==> config.mk <==
export PLATFORM = sky130hd
export DESIGN_NAME = coin_front_end_flat
export DESIGN_NICKNAME = d
export VERILOG_FILES = /design/src/rtl/coin_front_end_if.sv /design/src/rtl/coin_front_end.sv /design/src/flat_wrapper.sv
export SDC_FILE = /design/constraint.sdc
export NUM_CORES = 1
export LEC_CHECK = 0
export CAP_MARGIN = 20
export CORE_ASPECT_RATIO = 0.9
export CORE_MARGIN = 4
export CORE_UTILIZATION = 40
export CTS_BUF_LIST = sky130_fd_sc_hd__clkbuf_2 sky130_fd_sc_hd__clkbuf_4 sky130_fd_sc_hd__clkbuf_8
export DETAILED_ROUTE_END_ITERATION = 8
export PLACE_DENSITY_LB_ADDON = 0.25
export SYNTH_ARGS = -nofsm -noshare
export SYNTH_HDL_FRONTEND = slang
export SYNTH_SLANG_ARGS = --single-unit
==> constraint.sdc <==
create_clock -name clk -period 3.3 [get_ports clk]
set_clock_uncertainty 0.05 [all_clocks]
set_input_delay 0.66 -clock clk [delete_from_list [all_inputs] [get_ports clk]]
set_output_delay 0.66 -clock clk [all_outputs]
set_load 0.02 [all_outputs]
==> src/rtl/coin_front_end_if.sv <==
// Coin front-end bus: raw sensor lines in, conditioned coin codes and queue status out.
interface coin_front_end_if;
  logic       coin1_raw;
  logic       coin2_raw;
  logic [1:0] coin_code;
  logic       fifo_full;
  logic       drop;

  // Sensor/consumer side
  modport master (
    output coin1_raw,
    output coin2_raw,
    input  coin_code,
    input  fifo_full,
    input  drop
  );

  // Front-end side
  modport slave (
    input  coin1_raw,
    input  coin2_raw,
    output coin_code,
    output fifo_full,
    output drop
  );
endinterface

==> src/rtl/coin_front_end.sv <==
// Coin sensor front end: synchronize, debounce and edge-detect two coin lines, queue the
// detected coins and drain them as single-cycle codes separated by a programmable idle gap.
module coin_front_end #(
  parameter int unsigned DEB_CYCLES = 16,
  parameter int unsigned FIFO_DEPTH = 4,
  parameter int unsigned GAP_CYCLES = 1
) (
  input  logic             clk,
  input  logic             rst,
  coin_front_end_if.slave  bus
);

  localparam int unsigned CntW    = $clog2(DEB_CYCLES + 1);
  localparam int unsigned PtrW    = $clog2(FIFO_DEPTH);
  localparam int unsigned OccW    = PtrW + 1;
  localparam int unsigned RoomW   = OccW + 1;
  localparam int unsigned GapW    = (GAP_CYCLES > 1) ? $clog2(GAP_CYCLES) : 1;
  localparam int unsigned GapLoad = (GAP_CYCLES > 0) ? GAP_CYCLES - 1 : 0;

  localparam logic [CntW-1:0] DebLast  = CntW'(DEB_CYCLES - 1);
  localparam logic [OccW-1:0] DepthOcc = OccW'(FIFO_DEPTH);
  localparam logic [GapW-1:0] GapInit  = GapW'(GapLoad);

  localparam logic [1:0] CodeNone = 2'd0;
  localparam logic [1:0] CodeOne  = 2'd1;
  localparam logic [1:0] CodeTwo  = 2'd2;

  // ---------------------------------------------------------------------------------------------
  // Input conditioning (bit 0 = 1-unit line, bit 1 = 2-unit line)
  // ---------------------------------------------------------------------------------------------
  logic [1:0]      raw;
  logic [1:0]      meta_q;
  logic [1:0]      sync_q;
  logic [1:0]      filt_q;
  logic [1:0]      filt_d;
  logic [1:0]      filt_dly_q;
  logic [CntW-1:0] deb_cnt_q [2];
  logic [CntW-1:0] deb_cnt_d [2];
  logic [1:0]      ev;

  assign raw = {bus.coin2_raw, bus.coin1_raw};

  // Two-flop synchronizer on each raw sensor line
  always_ff @(posedge clk or posedge rst) begin
    if (rst) begin
      meta_q <= '0;
      sync_q <= '0;
    end else begin
      meta_q <= raw;
      sync_q <= meta_q;
    end
  end

  // Debounce: a new level is accepted only after DEB_CYCLES consecutive differing samples
  always_comb begin
    for (int i = 0; i < 2; i++) begin
      filt_d[i]    = filt_q[i];
      deb_cnt_d[i] = deb_cnt_q[i];
      if (sync_q[i] == filt_q[i]) begin
        deb_cnt_d[i] = '0;
      end else if (deb_cnt_q[i] == DebLast) begin
        filt_d[i]    = sync_q[i];
        deb_cnt_d[i] = '0;
      end else begin
        deb_cnt_d[i] = deb_cnt_q[i] + CntW'(1);
      end
    end
  end

  // Filtered levels, their delayed copies and the debounce counters
  always_ff @(posedge clk or posedge rst) begin
    if (rst) begin
      filt_q       <= '0;
      filt_dly_q   <= '0;
      deb_cnt_q[0] <= '0;
      deb_cnt_q[1] <= '0;
    end else begin
      filt_q       <= filt_d;
      filt_dly_q   <= filt_q;
      deb_cnt_q[0] <= deb_cnt_d[0];
      deb_cnt_q[1] <= deb_cnt_d[1];
    end
  end

  // Coin arrival is the rising edge of the filtered level; coin exit is ignored
  assign ev = filt_q & ~filt_dly_q;

  // ---------------------------------------------------------------------------------------------
  // Coin queue
  // ---------------------------------------------------------------------------------------------
  logic [1:0]       mem_q [FIFO_DEPTH];
  logic [PtrW-1:0]  wptr_q;
  logic [PtrW-1:0]  wptr_d;
  logic [PtrW-1:0]  rptr_q;
  logic [PtrW-1:0]  rptr_d;
  logic [OccW-1:0]  occ_q;
  logic [OccW-1:0]  occ_d;
  logic [RoomW-1:0] room;
  logic [1:0]       n_push;
  logic [1:0]       push_code;
  logic             full_q;
  logic             drop_q;
  logic             drop_d;
  logic             pop;
  logic             empty;
  logic [1:0]       head;

  assign empty = (occ_q == '0);
  assign head  = mem_q[rptr_q];

  // Push arbitration: a same-cycle pop frees a slot; with both coins the 1-unit one goes first
  always_comb begin
    room      = RoomW'(FIFO_DEPTH) - RoomW'(occ_q) + RoomW'(pop);
    n_push    = 2'd0;
    push_code = CodeOne;
    drop_d    = 1'b0;
    case (ev)
      2'b11: begin
        if (room >= RoomW'(2)) begin
          n_push = 2'd2;
        end else if (room == RoomW'(1)) begin
          n_push = 2'd1;
          drop_d = 1'b1;
        end else begin
          drop_d = 1'b1;
        end
      end
      2'b01: begin
        push_code = CodeOne;
        if (room != '0) n_push = 2'd1;
        else            drop_d = 1'b1;
      end
      2'b10: begin
        push_code = CodeTwo;
        if (room != '0) n_push = 2'd1;
        else            drop_d = 1'b1;
      end
      default: ;
    endcase
    occ_d  = occ_q + OccW'(n_push) - OccW'(pop);
    wptr_d = wptr_q + PtrW'(n_push);
    rptr_d = rptr_q + PtrW'(pop);
  end

  // Queue storage: up to two entries written per cycle, second one always the 2-unit code
  always_ff @(posedge clk) begin
    if (n_push != 2'd0) mem_q[wptr_q] <= push_code;
    if (n_push == 2'd2) mem_q[wptr_q + PtrW'(1)] <= CodeTwo;
  end

  // Queue pointers, occupancy and the registered status flags
  always_ff @(posedge clk or posedge rst) begin
    if (rst) begin
      wptr_q <= '0;
      rptr_q <= '0;
      occ_q  <= '0;
      full_q <= 1'b0;
      drop_q <= 1'b0;
    end else begin
      wptr_q <= wptr_d;
      rptr_q <= rptr_d;
      occ_q  <= occ_d;
      full_q <= (occ_d == DepthOcc);
      drop_q <= drop_d;
    end
  end

  // ---------------------------------------------------------------------------------------------
  // Emitter
  // ---------------------------------------------------------------------------------------------
  typedef enum logic [1:0] {StIdle, StEmit, StGap} state_e;

  state_e          state_q;
  state_e          state_d;
  logic [GapW-1:0] gap_q;
  logic [GapW-1:0] gap_d;
  logic [1:0]      code_q;
  logic [1:0]      code_d;

  // Emitter state, gap counter and registered coin code
  always_ff @(posedge clk or posedge rst) begin
    if (rst) begin
      state_q <= StIdle;
      gap_q   <= '0;
      code_q  <= CodeNone;
    end else begin
      state_q <= state_d;
      gap_q   <= gap_d;
      code_q  <= code_d;
    end
  end

  // Emitter next state; the last gap cycle doubles as an idle check so spacing is 1+GAP_CYCLES
  always_comb begin
    state_d = state_q;
    gap_d   = gap_q;
    unique case (state_q)
      StIdle: begin
        if (!empty) state_d = StEmit;
      end
      StEmit: begin
        if (GAP_CYCLES > 0) begin
          state_d = StGap;
          gap_d   = GapInit;
        end else if (!empty) begin
          state_d = StEmit;
        end else begin
          state_d = StIdle;
        end
      end
      StGap: begin
        if (gap_q == '0) begin
          state_d = empty ? StIdle : StEmit;
        end else begin
          gap_d = gap_q - GapW'(1);
        end
      end
      default: state_d = StIdle;
    endcase
  end

  // Emitter outputs: pop the head and load it as the next code whenever a slot opens
  always_comb begin
    pop    = 1'b0;
    code_d = CodeNone;
    unique case (state_q)
      StIdle: begin
        if (!empty) begin
          pop    = 1'b1;
          code_d = head;
        end
      end
      StEmit: begin
        if ((GAP_CYCLES == 0) && !empty) begin
          pop    = 1'b1;
          code_d = head;
        end
      end
      StGap: begin
        if ((gap_q == '0) && !empty) begin
          pop    = 1'b1;
          code_d = head;
        end
      end
      default: ;
    endcase
  end

  assign bus.coin_code = code_q;
  assign bus.fifo_full = full_q;
  assign bus.drop      = drop_q;

endmodule

==> src/flat_wrapper.sv <==
// flat-port wrapper written by rule: the top's interface ports become plain ports
module coin_front_end_flat 
#(
  parameter int unsigned DEB_CYCLES = 16,
  parameter int unsigned FIFO_DEPTH = 4,
  parameter int unsigned GAP_CYCLES = 1
)
  (clk, rst, bus_coin1_raw, bus_coin2_raw, bus_coin_code, bus_fifo_full, bus_drop);
  coin_front_end_if bus_i ();
  input  logic clk;
  input  logic rst;
  input wire logic [$bits(bus_i.coin1_raw)-1:0] bus_coin1_raw;
  input wire logic [$bits(bus_i.coin2_raw)-1:0] bus_coin2_raw;
  output wire logic [$bits(bus_i.coin_code)-1:0] bus_coin_code;
  output wire logic [$bits(bus_i.fifo_full)-1:0] bus_fifo_full;
  output wire logic [$bits(bus_i.drop)-1:0] bus_drop;
  assign bus_i.coin1_raw = bus_coin1_raw;
  assign bus_i.coin2_raw = bus_coin2_raw;
  assign bus_coin_code = bus_i.coin_code;
  assign bus_fifo_full = bus_i.fifo_full;
  assign bus_drop = bus_i.drop;
  coin_front_end #(.DEB_CYCLES(DEB_CYCLES), .FIFO_DEPTH(FIFO_DEPTH), .GAP_CYCLES(GAP_CYCLES)) u_core (.clk(clk), .rst(rst), .bus(bus_i));
endmodule
==> results.json <==
{
  "run_status": "completed",
  "cts.path.max_buffers": 2,
  "cts_root_buf": "sky130_fd_sc_hd__clkbuf_8",
  "wire_per_inst_um": 13.58,
  "power_leakage_nw": 1.007,
  "crit_path_top_delay_cell": "sky130_fd_sc_hd__dfrtp_1",
  "critPathKind": "register to register",
  "max-vdd-ir-drop_mv": 0.4272,
  "final_min_period_over_clock_period_pct": 93.83,
  "synthesis.area_per_instance_um2": 11.55,
  "post-synth-top-area-cell": "sky130_fd_sc_hd__dfrtp_1",
  "htree_levels": 2,
  "r2r_setup_slack_ps": 200,
  "die_height_um": 70.85,
  "n_antenna_cell": 0,
  "initial_core_util_pct": 42.23,
  "cts_made_buffers": 5,
  "critical_path_depth": 15,
  "drtIter0Drc": 69,
  "syn_inst": 152,
  "num_rows": 22,
  "worst_path_dominant_cell_family": "adder cells",
  "core_um2": 4156,
  "global_route.usage.total_pct": 12.81,
  "netlist-cell-type-count": 39,
  "clkSlewWorstSetupHoldPaths_ps": 70,
  "multi_input_gate_area_in_the_final_layout_um2": 817.0,
  "vias_per_cell": 4.922,
  "min_delay_path_class": "register to register",
  "setup_tns_ps": 0,
  "met1_routing_resource_usage_after_global_routing_pct": 15.50,
  "grt_first_pass_wirelength_um": 5444,
  "cells_along_the_critical_path": "nor3_2 -> nor2_2 -> inv_1 -> ha_2 -> inv_1 -> ha_2 -> and4bb_4 -> o41ai_4 -> inv_1 -> ha_1 -> inv_1 -> fa_2 -> xnor2_2 -> xnor2_1 -> nor3b_2",
  "crit_fanout": 4,
  "min-delay-start": "u_core.meta_q[0]",
  "timing.max_cap.violations": 0,
  "setup_viol": 0,
  "clock_sinks": 38,
  "final_standard_cell_utilization_of_the_core_pct": 49.94,
  "synth_most_common_cell": "sky130_fd_sc_hd__dfrtp_1",
  "fmax_ghz": 0.3229,
  "p_sw_share_pct": 32.99,
  "globalRouteMet3Util_pct": 3.562,
  "register_area_share_after_synthesis_pct": 51.89,
  "dp_hpwl_um": 2291,
  "pin_count": 8,
  "layout_min_cycle_time_ps": 3097,
  "measured_slew_at_the_worst_slew_check_pin_ps": 407.4,
  "internal-power_w": 0.001013,
  "synthesis.area_um2": 1755,
  "synthesis.nets": 169,
  "remaining_drc_errors": 0,
  "timing.critical_path.arrival_ps": 3260,
  "num-nets-final": 187,
  "share_comb_of_total_power_pct": 38.8,
  "seq_power_share_pct": 38.4,
  "switching_power_w": 0.0004989,
  "drive_above_1_share_pct": 16.96,
  "num-fill-cells": 387,
  "yosys_register_bits": 38,
  "fp.dieW_um": 77.83,
  "top_usage_layer": "met2",
  "via_count_of_the_first_global_routing_pass": 1183,
  "synth_async_sr_flop_share_pct": 78.95,
  "portBuffers": 7,
  "syn_to_final_growth_pct": 18.25,
  "timing.critical_path.to": "u_core.bus.fifo_full",
  "start_kind": "register",
  "timing.rr.start": "u_core.occ_q[1]",
  "antenna_violations_before_repair": 0,
  "relSlewSlack_pct": 72.59,
  "top_flip_flop_cell_by_instance_count_after_synthesis": "sky130_fd_sc_hd__dfrtp_1",
  "pwr-share-clk_pct": 22.7,
  "synth_enable_flop_cells": 0,
  "post_layout_power_w": 0.001512,
  "synth.top_cells.by_area": "sky130_fd_sc_hd__dfrtp_1 (43%), sky130_fd_sc_hd__dfxtp_1 (9.1%), sky130_fd_sc_hd__ha_1 (8.6%)",
  "gp_congestion": 0.7859,
  "grt_max_degree": 31,
  "num_vias": 1137,
  "worst_ep_required_time_ps": 3460,
  "reg2reg_to": "u_core.bus.fifo_full",
  "crit_buf_inv": 4,
  "critPathLaunch": "u_core.occ_q[1]",
  "clk-insertion-delay-late_ps": 290,
  "drt.antenna.violating_nets": 0,
  "timing.final.hold_violations": 0,
  "cp_slowest_stage_delay_ps": 420,
  "reg2regPathDepth": 15,
  "die_area_um2": 5514,
  "global_route.usage.met2_pct": 20.82,
  "power.density_nw_per_um2": 728.5,
  "synth-warning-count": 0,
  "worstSetupEndpointType": "register",
  "wirelength_um": 3137,
  "place.detailed.instances": 221,
  "timing_max_transition_violations_final": 0,
  "path_common_cell": "sky130_fd_sc_hd__inv_1",
  "dr.pass1.iters": 4,
  "final_cell_count_no_fill": 231,
  "final-seq-area_um2": 910.9,
  "grt_overflow_total": 0,
  "synth_commonest_cells": "sky130_fd_sc_hd__dfrtp_1 (30), sky130_fd_sc_hd__inv_1 (18), sky130_fd_sc_hd__ha_1 (12), sky130_fd_sc_hd__nor2_1 (11), sky130_fd_sc_hd__dfxtp_1 (8)",
  "cts_tree": "yes",
  "hold_slack_ps": 304.6,
  "synth_top_area_share_pct": 42.77
}
-- cells in the final DEF (no fill, tap or decap), types with 2 or more instances in the layout --
cell type	count
sky130_fd_sc_hd__nand3_1	6
sky130_fd_sc_hd__clkdlybuf4s50_1	7
sky130_fd_sc_hd__buf_4	5
sky130_fd_sc_hd__a21oi_1	2
sky130_fd_sc_hd__nand2_1	2
sky130_fd_sc_hd__nor2b_1	4
sky130_fd_sc_hd__and3_1	2
sky130_fd_sc_hd__ha_1	10
sky130_fd_sc_hd__o21ba_1	2
sky130_fd_sc_hd__mux2_2	2
sky130_fd_sc_hd__nor3_2	2
sky130_fd_sc_hd__xnor2_1	3
sky130_fd_sc_hd__o21ai_1	2
sky130_fd_sc_hd__nor4_1	2
sky130_fd_sc_hd__nor4b_1	2
sky130_fd_sc_hd__nand2b_1	2
sky130_fd_sc_hd__nand3b_1	2
sky130_fd_sc_hd__o21ai_0	2
sky130_fd_sc_hd__inv_1	18
sky130_fd_sc_hd__dfxtp_1	8
sky130_fd_sc_hd__dfrtp_1	30
sky130_fd_sc_hd__and2_1	5
sky130_fd_sc_hd__xor2_1	7
sky130_fd_sc_hd__nor2_1	10
sky130_fd_sc_hd__clkbuf_4	2
sky130_fd_sc_hd__ha_2	2
sky130_fd_sc_hd__mux4_2	2
sky130_fd_sc_hd__nor3_1	2
sky130_fd_sc_hd__o21bai_1	2
sky130_fd_sc_hd__clkbuf_8	6
-- worst register-to-register path, stage by stage (launching register included) --
cell	delay, ps
sky130_fd_sc_hd__dfrtp_1	420
sky130_fd_sc_hd__nor3_2	250
sky130_fd_sc_hd__nor2_2	70
sky130_fd_sc_hd__inv_1	60
sky130_fd_sc_hd__ha_2	180
sky130_fd_sc_hd__inv_1	40
sky130_fd_sc_hd__ha_2	180
sky130_fd_sc_hd__and4bb_4	210
sky130_fd_sc_hd__o41ai_4	300
sky130_fd_sc_hd__inv_1	80
sky130_fd_sc_hd__ha_1	270
sky130_fd_sc_hd__inv_1	50
sky130_fd_sc_hd__fa_2	360
sky130_fd_sc_hd__xnor2_2	140
sky130_fd_sc_hd__xnor2_1	180
sky130_fd_sc_hd__nor3b_2	180
-- area by class of cell --
class	count	area share, %
sequential	38	43.88
multi-input combinational	95	39.36
timing repair buffer	12	5.184
clock buffer	8	4.702
tap	60	3.617
inverter	18	3.255
-- logic make-up (layout without fill, tap and decap cells) --
group | count (synthesis) | after routing | share of synthesized area (%)
buf+inv | 19 | 38 | 4.062
xor+xnor | 11 | 11 | 5.488
mux | 4 | 4 | 3.849
fa+ha+maj | 13 | 13 | 9.693
simple gates | 48 | 48 | 15.97
flops | 38 | 38 | 51.89
compound gates | 19 | 19 | 9.052
-- per-stage QoR --
stage                     worst slack [ps]  cell area (µm²)
after global placement               138.2             1919
final                                203.5             2076
after floorplan                      125.6             1755
after CTS                            53.91             2022
after global routing                -28.71             2076
after detailed placement             6.195             1919
-- routing by layer --
layer  vias up  routed length, µm
met5         -                  0
met4         0                 91
met3         9                133
met2        27               1461
met1       546               1450
li1        555                  -
-- power by group through the flow --
stage / combinational [W] / clock (W) / sequential [W]
global route: 0.000653 / 0.000375 / 0.000589
finish: 0.000587 / 0.000344 / 0.000581
CTS: 0.000482 / 0.000351 / 0.000579
floorplan: 0.000333 / 0 / 0.000592
detailed placement: 0.000479 / 0 / 0.000584
global placement: 0.000456 / 0 / 0.000581
-- how the worst min path moves through the flow --
| stage | endpoint | cells past startpoint |
|---|---|---|
| final | u_core.sync_q[0] | 0 |
| after global routing | u_core.sync_q[0] | 0 |
| after CTS | u_core.sync_q[0] | 0 |
| after detailed placement | u_core.sync_q[0] | 0 |
| after global placement | u_core.sync_q[0] | 0 |
| after floorplan | u_core.sync_q[0] | 0 |
-- state kept, by name, indices dropped and copies added, names as in the netlist --
register              cells
u_core.meta_q             2
u_core.occ_q              3
u_core.filt_dly_q         2
u_core.wptr_q             2
u_core.deb_cnt_q         10
u_core.bus.drop           1
u_core.bus.coin_code      2
u_core.rptr_q             2
u_core.sync_q             2
u_core.bus.fifo_full      1
u_core.filt_q             2
u_core.mem_q              8
u_core.state_q            1
-- timing repair --
action	4_1_cts	5_1_grt
setup buffers	0	2
pin swaps	0	6
hold buffers	0	0
endpoints found under the setup margin	1	3
resized for setup	1	9
Power figures use the tool's default switching activity.
==> edit 1, RTL diff (config.mk and constraints unchanged) <==
`FIFO_DEPTH` is set to 4 in 2 places; all go to 8.
--- a/src/rtl/coin_front_end.sv
+++ b/src/rtl/coin_front_end.sv
@@ -2,7 +2,7 @@
 // detected coins and drain them as single-cycle codes separated by a programmable idle gap.
 module coin_front_end #(
   parameter int unsigned DEB_CYCLES = 16,
-  parameter int unsigned FIFO_DEPTH = 4,
+  parameter int unsigned FIFO_DEPTH = 8,
   parameter int unsigned GAP_CYCLES = 1
 ) (
   input  logic             clk,
--- a/src/flat_wrapper.sv
+++ b/src/flat_wrapper.sv
@@ -2,7 +2,7 @@
 module coin_front_end_flat 
 #(
   parameter int unsigned DEB_CYCLES = 16,
-  parameter int unsigned FIFO_DEPTH = 4,
+  parameter int unsigned FIFO_DEPTH = 8,
   parameter int unsigned GAP_CYCLES = 1
 )
   (clk, rst, bus_coin1_raw, bus_coin2_raw, bus_coin_code, bus_fifo_full, bus_drop);
Check against the original RTL: same outputs for any inputs over 10 cycles, from zero or initial values and one cycle with rst high; that may be too few to reach the edited logic, so the function may still have changed.
==> edit 1 against the unedited design <==
  * First-iteration DRC count increased by 2.9%
  * Sequential cell count increased by 11
  * Area after synthesis increased by 38%
  * Worst setup slack got worse by 0.020 ns
  * Global-route usage increased by 0.31 points
  * Wire length increased by 37%
  * Via count increased by 43%
  * Combinational power increased by 20%
  * Power increased by 23%
  * Final area increased by 38%
==> edit 1: results (changes against the unedited design) <==
dp.cells: 309  # was 221
dpl.hpwl_um: 3300  # was 2290 µm
period_needed_ns: 3.12  # was 3.10 ns
cts_tree: "built"  # unchanged
n_fill_cell: 523  # was 387
cts_root_buf: "clkbuf_8"  # unchanged
gp_congestion: 0.789  # was 0.786
p_per_area_nw_per_um2: 650  # was 729 nW/µm²
grt_pass1_vias: 1651  # was 1,183
worstSetupEndpointType: "flip-flop"  # unchanged
reg2reg_depth: 16  # was 15
pg_comb_w: 0.000706  # was 0.000587 W
critPathTopFamily: "compound AO/OA/AOI/OAI gates"  # was adder cells
tightest_slew_ns: 0.714  # was 0.407 ns
port_buffers: 7  # unchanged
min_to: "u_core.sync_q[0]$_DFF_PP0_"  # unchanged
cp_slowest_cell: "dfrtp_1"  # unchanged
hp-start: "u_core.meta_q[0]$_DFF_PP0_"  # unchanged
nNetsFinal: 275  # was 187
arrival_ns: 3.27  # was 3.26 ns
holdCritPathClass: "flip-flop to flip-flop"  # unchanged
synth_area_um2: 2430  # was 1760 µm²
crit_fanout: 2  # was 4
via_per_inst: 5.06  # was 4.92
slowest_delay_ns: 0.36  # was 0.42 ns
reg2reg_to: "u_core.bus.fifo_full$_DFF_PP0_"  # unchanged
grt_pass1_wl_um: 7690  # was 5440 µm
path_clk_slew_ns: 0.09  # was 0.07 ns
htree_num_levels: 2  # unchanged
synthCells: 227  # was 152
synth_nets: 251  # was 169
status: "finished, final reports clean"  # unchanged
insertion_delay_ns: 0.30
numCtsBuffers: 5  # unchanged
grt_usage_pct: 13.1  # was 12.8%
hold_depth: 0  # unchanged
dpl_worst_slack_ns: -0.0263  # was 0.00620 ns
ir_drop_v: 0.000301  # was 0.000427 V
drt_first_pass_iters: 6  # was 4
drtIter0Drc: 71  # was 69
grt_antenna_before_repair: 0  # unchanged
synth_cell_type_count: 39  # unchanged
ys_async_sr_fraction_pct: 67.3  # was 78.9%
yosysSeqAreaShare_pct: 47.2  # was 51.9%
wl_per_cell_um: 13.4  # was 13.6 µm
synth_common_cells: "dfrtp_1, nor2_1, inv_1, nand3_1, ha_1"  # was dfrtp_1, inv_1, ha_1, nor2_1, dfxtp_1
clock_path_buffers: 2  # unchanged
top_regs: "u_core.mem_q (16), u_core.deb_cnt_q (10), u_core.occ_q (4)"  # was u_core.deb_cnt_q (10), u_core.mem_q (8), u_core.occ_q (3)
rrSetupSlack_ns: 0.18  # was 0.20 ns
clkPwrFrac_pct: 22.9  # was 22.7%
p_leak_nw: 1.34  # was 1.01 nW
stdcell_count: 322  # was 231
diodes: 0  # unchanged
switching_share_pct: 32.6  # was 33.0%
synthTopCellsByArea: "dfrtp_1, dfxtp_1, ha_1, nand3_1, mux4_2"  # was dfrtp_1, dfxtp_1, ha_1, inv_1, xor2_1
yosys_warnings: 0  # unchanged
drive_above_1_share_pct: 18.7  # was 17.0%
grt_max_degree: 18  # was 31
setup.worst_path.start: "u_core.occ_q[2]$_DFF_PP0_"  # was u_core.occ_q[1]$_DFF_PP0_
==> edit 1: final cells by class <==
type	count	share of cell area, %
multi-input combinational	152	43.9
sequential	49	40.0
timing repair buffer	21	6.11
tap	70	3.06
inverter	22	2.88
clock buffer	6	2.66
clock inverter	2	1.35
==> edit 1: per-layer routing <==
| layer | vias up | share of wire [%] | global-route usage [%] |
|---|---|---|---|
| met3 | 5 | 2.7 | 2.75 |
| met1 | 769 | 53 | 18.2 |
| met5 | - | 0 | 0 |
| met4 | 0 | 1.0 | 4.59 |
| li1 | 838 | - | - |
| met2 | 18 | 43 | 20.5 |
==> edit 1: logic make-up after synthesis <==
logic type	after synthesis	share of synthesized area (%)
and+or+nand+nor	79	17.9
DFF	49	47.2
AOI/OAI and AO/OA	33	10.1
buffers and inverters	26	4.12
adders and majority gates	20	10.9
xor gates and xnor gates	12	4.33
muxes	8	5.46
==> edit 1: worst reg2reg max path, cell delays in order, from the launching register on <==
cell and delay (ns):
dfrtp_1 0.36, inv_2 0.04, ha_1 0.19, a21o_1 0.17
ha_2 0.19, buf_4 0.13, nand4bb_4 0.23, a21o_4 0.24
a21o_1 0.18, nand2_2 0.09, ha_4 0.20, inv_1 0.05
ha_1 0.22, a21o_1 0.17, a21oi_2 0.14, xor2_1 0.18
nor4b_2 0.20
==> edit 1: repair_timing <==
action	in CTS	in global routing
setup endpoints to repair	1	4
setup buffers	0	5
pin swaps	0	11
hold buffers	0	0
gates resized for setup	3	7
==> edit 1: stage by stage <==
step | area, µm² | hold WS (ns) | util, %
after floorplan | 2440 | 0.281 | -
after global placement | 2650 | 0.281 | 45.7
after detailed placement | 2650 | 0.288 | 45.7
after CTS | 2780 | 0.309 | 47.9
after global routing | 2870 | 0.327 | 49.5
final | 2870 | 0.304 | 49.5
==> edit 2, RTL diff (same flow settings) <==
Made on the original files. Re-encode `state_e` (3 states) as one-hot, 3 bits wide.
--- a/src/rtl/coin_front_end.sv
+++ b/src/rtl/coin_front_end.sv
@@ -168,7 +168,7 @@
   // ---------------------------------------------------------------------------------------------
   // Emitter
   // ---------------------------------------------------------------------------------------------
-  typedef enum logic [1:0] {StIdle, StEmit, StGap} state_e;
+  typedef enum logic [2:0] {StIdle = 3'b001, StEmit = 3'b010, StGap = 3'b100} state_e;
 
   state_e          state_q;
   state_e          state_d;
Behaviour: same outputs for any inputs over 10 cycles, from zero or initial values and one cycle with rst high; not proved beyond that.
==> edit 2 against the unedited design <==
  * Worst setup slack worse by 0.017 ns
  * Via count rose by 3.3%
  * Power grew 10%
  * Sequential share of layout area grew 1.1 points
  * Clock power grew 14%
  * Wire length down 3.4%
  * Area after synthesis is 2.6% higher
  * Sequential cell count grew 2
  * Final area up 3.1%
==> edit 2: results (changes against the unedited design) <==
wl_met1_um: 1380  # was 1450 µm
synth_common_cells: "dfrtp_1, inv_1, ha_1, nor2_1"  # was dfrtp_1, inv_1, ha_1, nor2_1, dfxtp_1
p_leak_nw: 0.992  # was 1.01 nW
n_fill_cell: 371  # was 387
yosysSeqAreaShare_pct: 53.4  # was 51.9%
wl_per_cell_um: 12.9  # was 13.6 µm
grt_max_degree: 22  # was 31
gp_congestion: 0.788  # was 0.786
rrSetupSlack_ns: 0.19  # was 0.20 ns
synth.area.mux_share_pct: 3.75  # was 3.85%
top_regs: "u_core.deb_cnt_q (10), u_core.mem_q (8)"  # was u_core.deb_cnt_q (10), u_core.mem_q (8), u_core.occ_q (3)
grtUsageMet2_pct: 18.4  # was 20.8%
grt_usage_pct: 11.6  # was 12.8%
drive_above_1_share_pct: 17.2  # was 17.0%
grtUsageMet3_pct: 3.77  # was 3.56%
synth-compound-area-share_pct: 8.48  # was 9.05%
arrival_ns: 3.28  # was 3.26 ns
crit_fanout: 5  # was 4
synth_cell_type_count: 41  # was 39
met3_length_um: 114  # was 133 µm
grt_pass1_vias: 1199  # was 1,183
status: "finished, final reports clean"  # unchanged
grt_pass1_wl_um: 5040  # was 5440 µm
placedInstanceArea_um2: 1960  # was 1920 µm²
dpl_worst_slack_ns: 0.0443  # was 0.00620 ns
ir_drop_v: 0.000319  # was 0.000427 V
nNetsFinal: 190  # was 187
drtIter0Drc: 33  # was 69
synth-xor-area-share_pct: 5.84  # was 5.49%
dpl.hpwl_um: 2160  # was 2290 µm
min_period_over_period_pct: 94.4  # was 93.8%
ys_async_sr_fraction_pct: 80.0  # was 78.9%
wl_met2_um: 1470  # was 1460 µm
tightest_slew_ns: 0.749  # was 0.407 ns
synthTopCellsByArea: "dfrtp_1, dfxtp_1, ha_1, xor2_1, inv_1"  # was dfrtp_1, dfxtp_1, ha_1, inv_1, xor2_1
via_per_inst: 5.02  # was 4.92
synth_nets: 173  # was 169
-- edit 2: cell count changes after synthesis, sizes merged, moves of 2 or more --
cell and change:
a311o +2, o21ba -2, a211oi +3, o21bai -2
nand3 -2, nor4b -2, nor2b -2, nor3 +4
-- edit 2: where the power goes --
| part | switching [W] | internal, W |
|---|---|---|
| Clock | 0.000169 | 0.000224 |
| Combinational | 0.000309 | 0.000342 |
| Sequential | 0.0000632 | 0.000564 |
| Total | 0.000541 | 0.00113 |
-- edit 2: critical path, cell delays in order, from the launching register on --
cell and delay, ns:
dfstp_2 0.54, xnor2_1 0.09, nor3_2 0.22, inv_1 0.07, ha_2 0.18, inv_2 0.06
ha_4 0.14, or2_4 0.15, a21o_1 0.15, nand3b_1 0.12, ha_1 0.30, inv_1 0.05
fa_2 0.40, xnor2_2 0.15, xnor2_1 0.17, nor3b_2 0.18
-- edit 2: metrics by stage --
| stage | util [%] | TNS, ns | hold slack (ns) | std cells |
|---|---|---|---|---|
| 2_1_floorplan | - | 0 | 0.281 | 156 |
| 3_3_place_gp | 46.6 | 0 | 0.283 | 225 |
| 3_5_place_dp | 46.6 | 0 | 0.287 | 225 |
| 4_1_cts | 49.3 | 0 | 0.305 | 233 |
| 5_1_grt | 50.8 | -0.00128 | 0.319 | 234 |
| 6_report | 50.8 | 0 | 0.302 | 234 |
-- edit 2: area by class of cell --
class | count | area [µm²] | area share (%)
flip-flops and latches | 40 | 962 | 44.9
inverters | 17 | 63.8 | 2.98
repair buffers | 11 | 100 | 4.68
well taps | 60 | 75.1 | 3.51
clock buffers | 5 | 68.8 | 3.21
clock inverters | 3 | 42.5 | 1.99
multi-input cells | 98 | 828 | 38.7
-- edit 2: repair_timing --
item	4_1_cts	5_1_grt
endpoints found under the setup margin	0	2
resized for setup	0	11
setup buffers	0	1
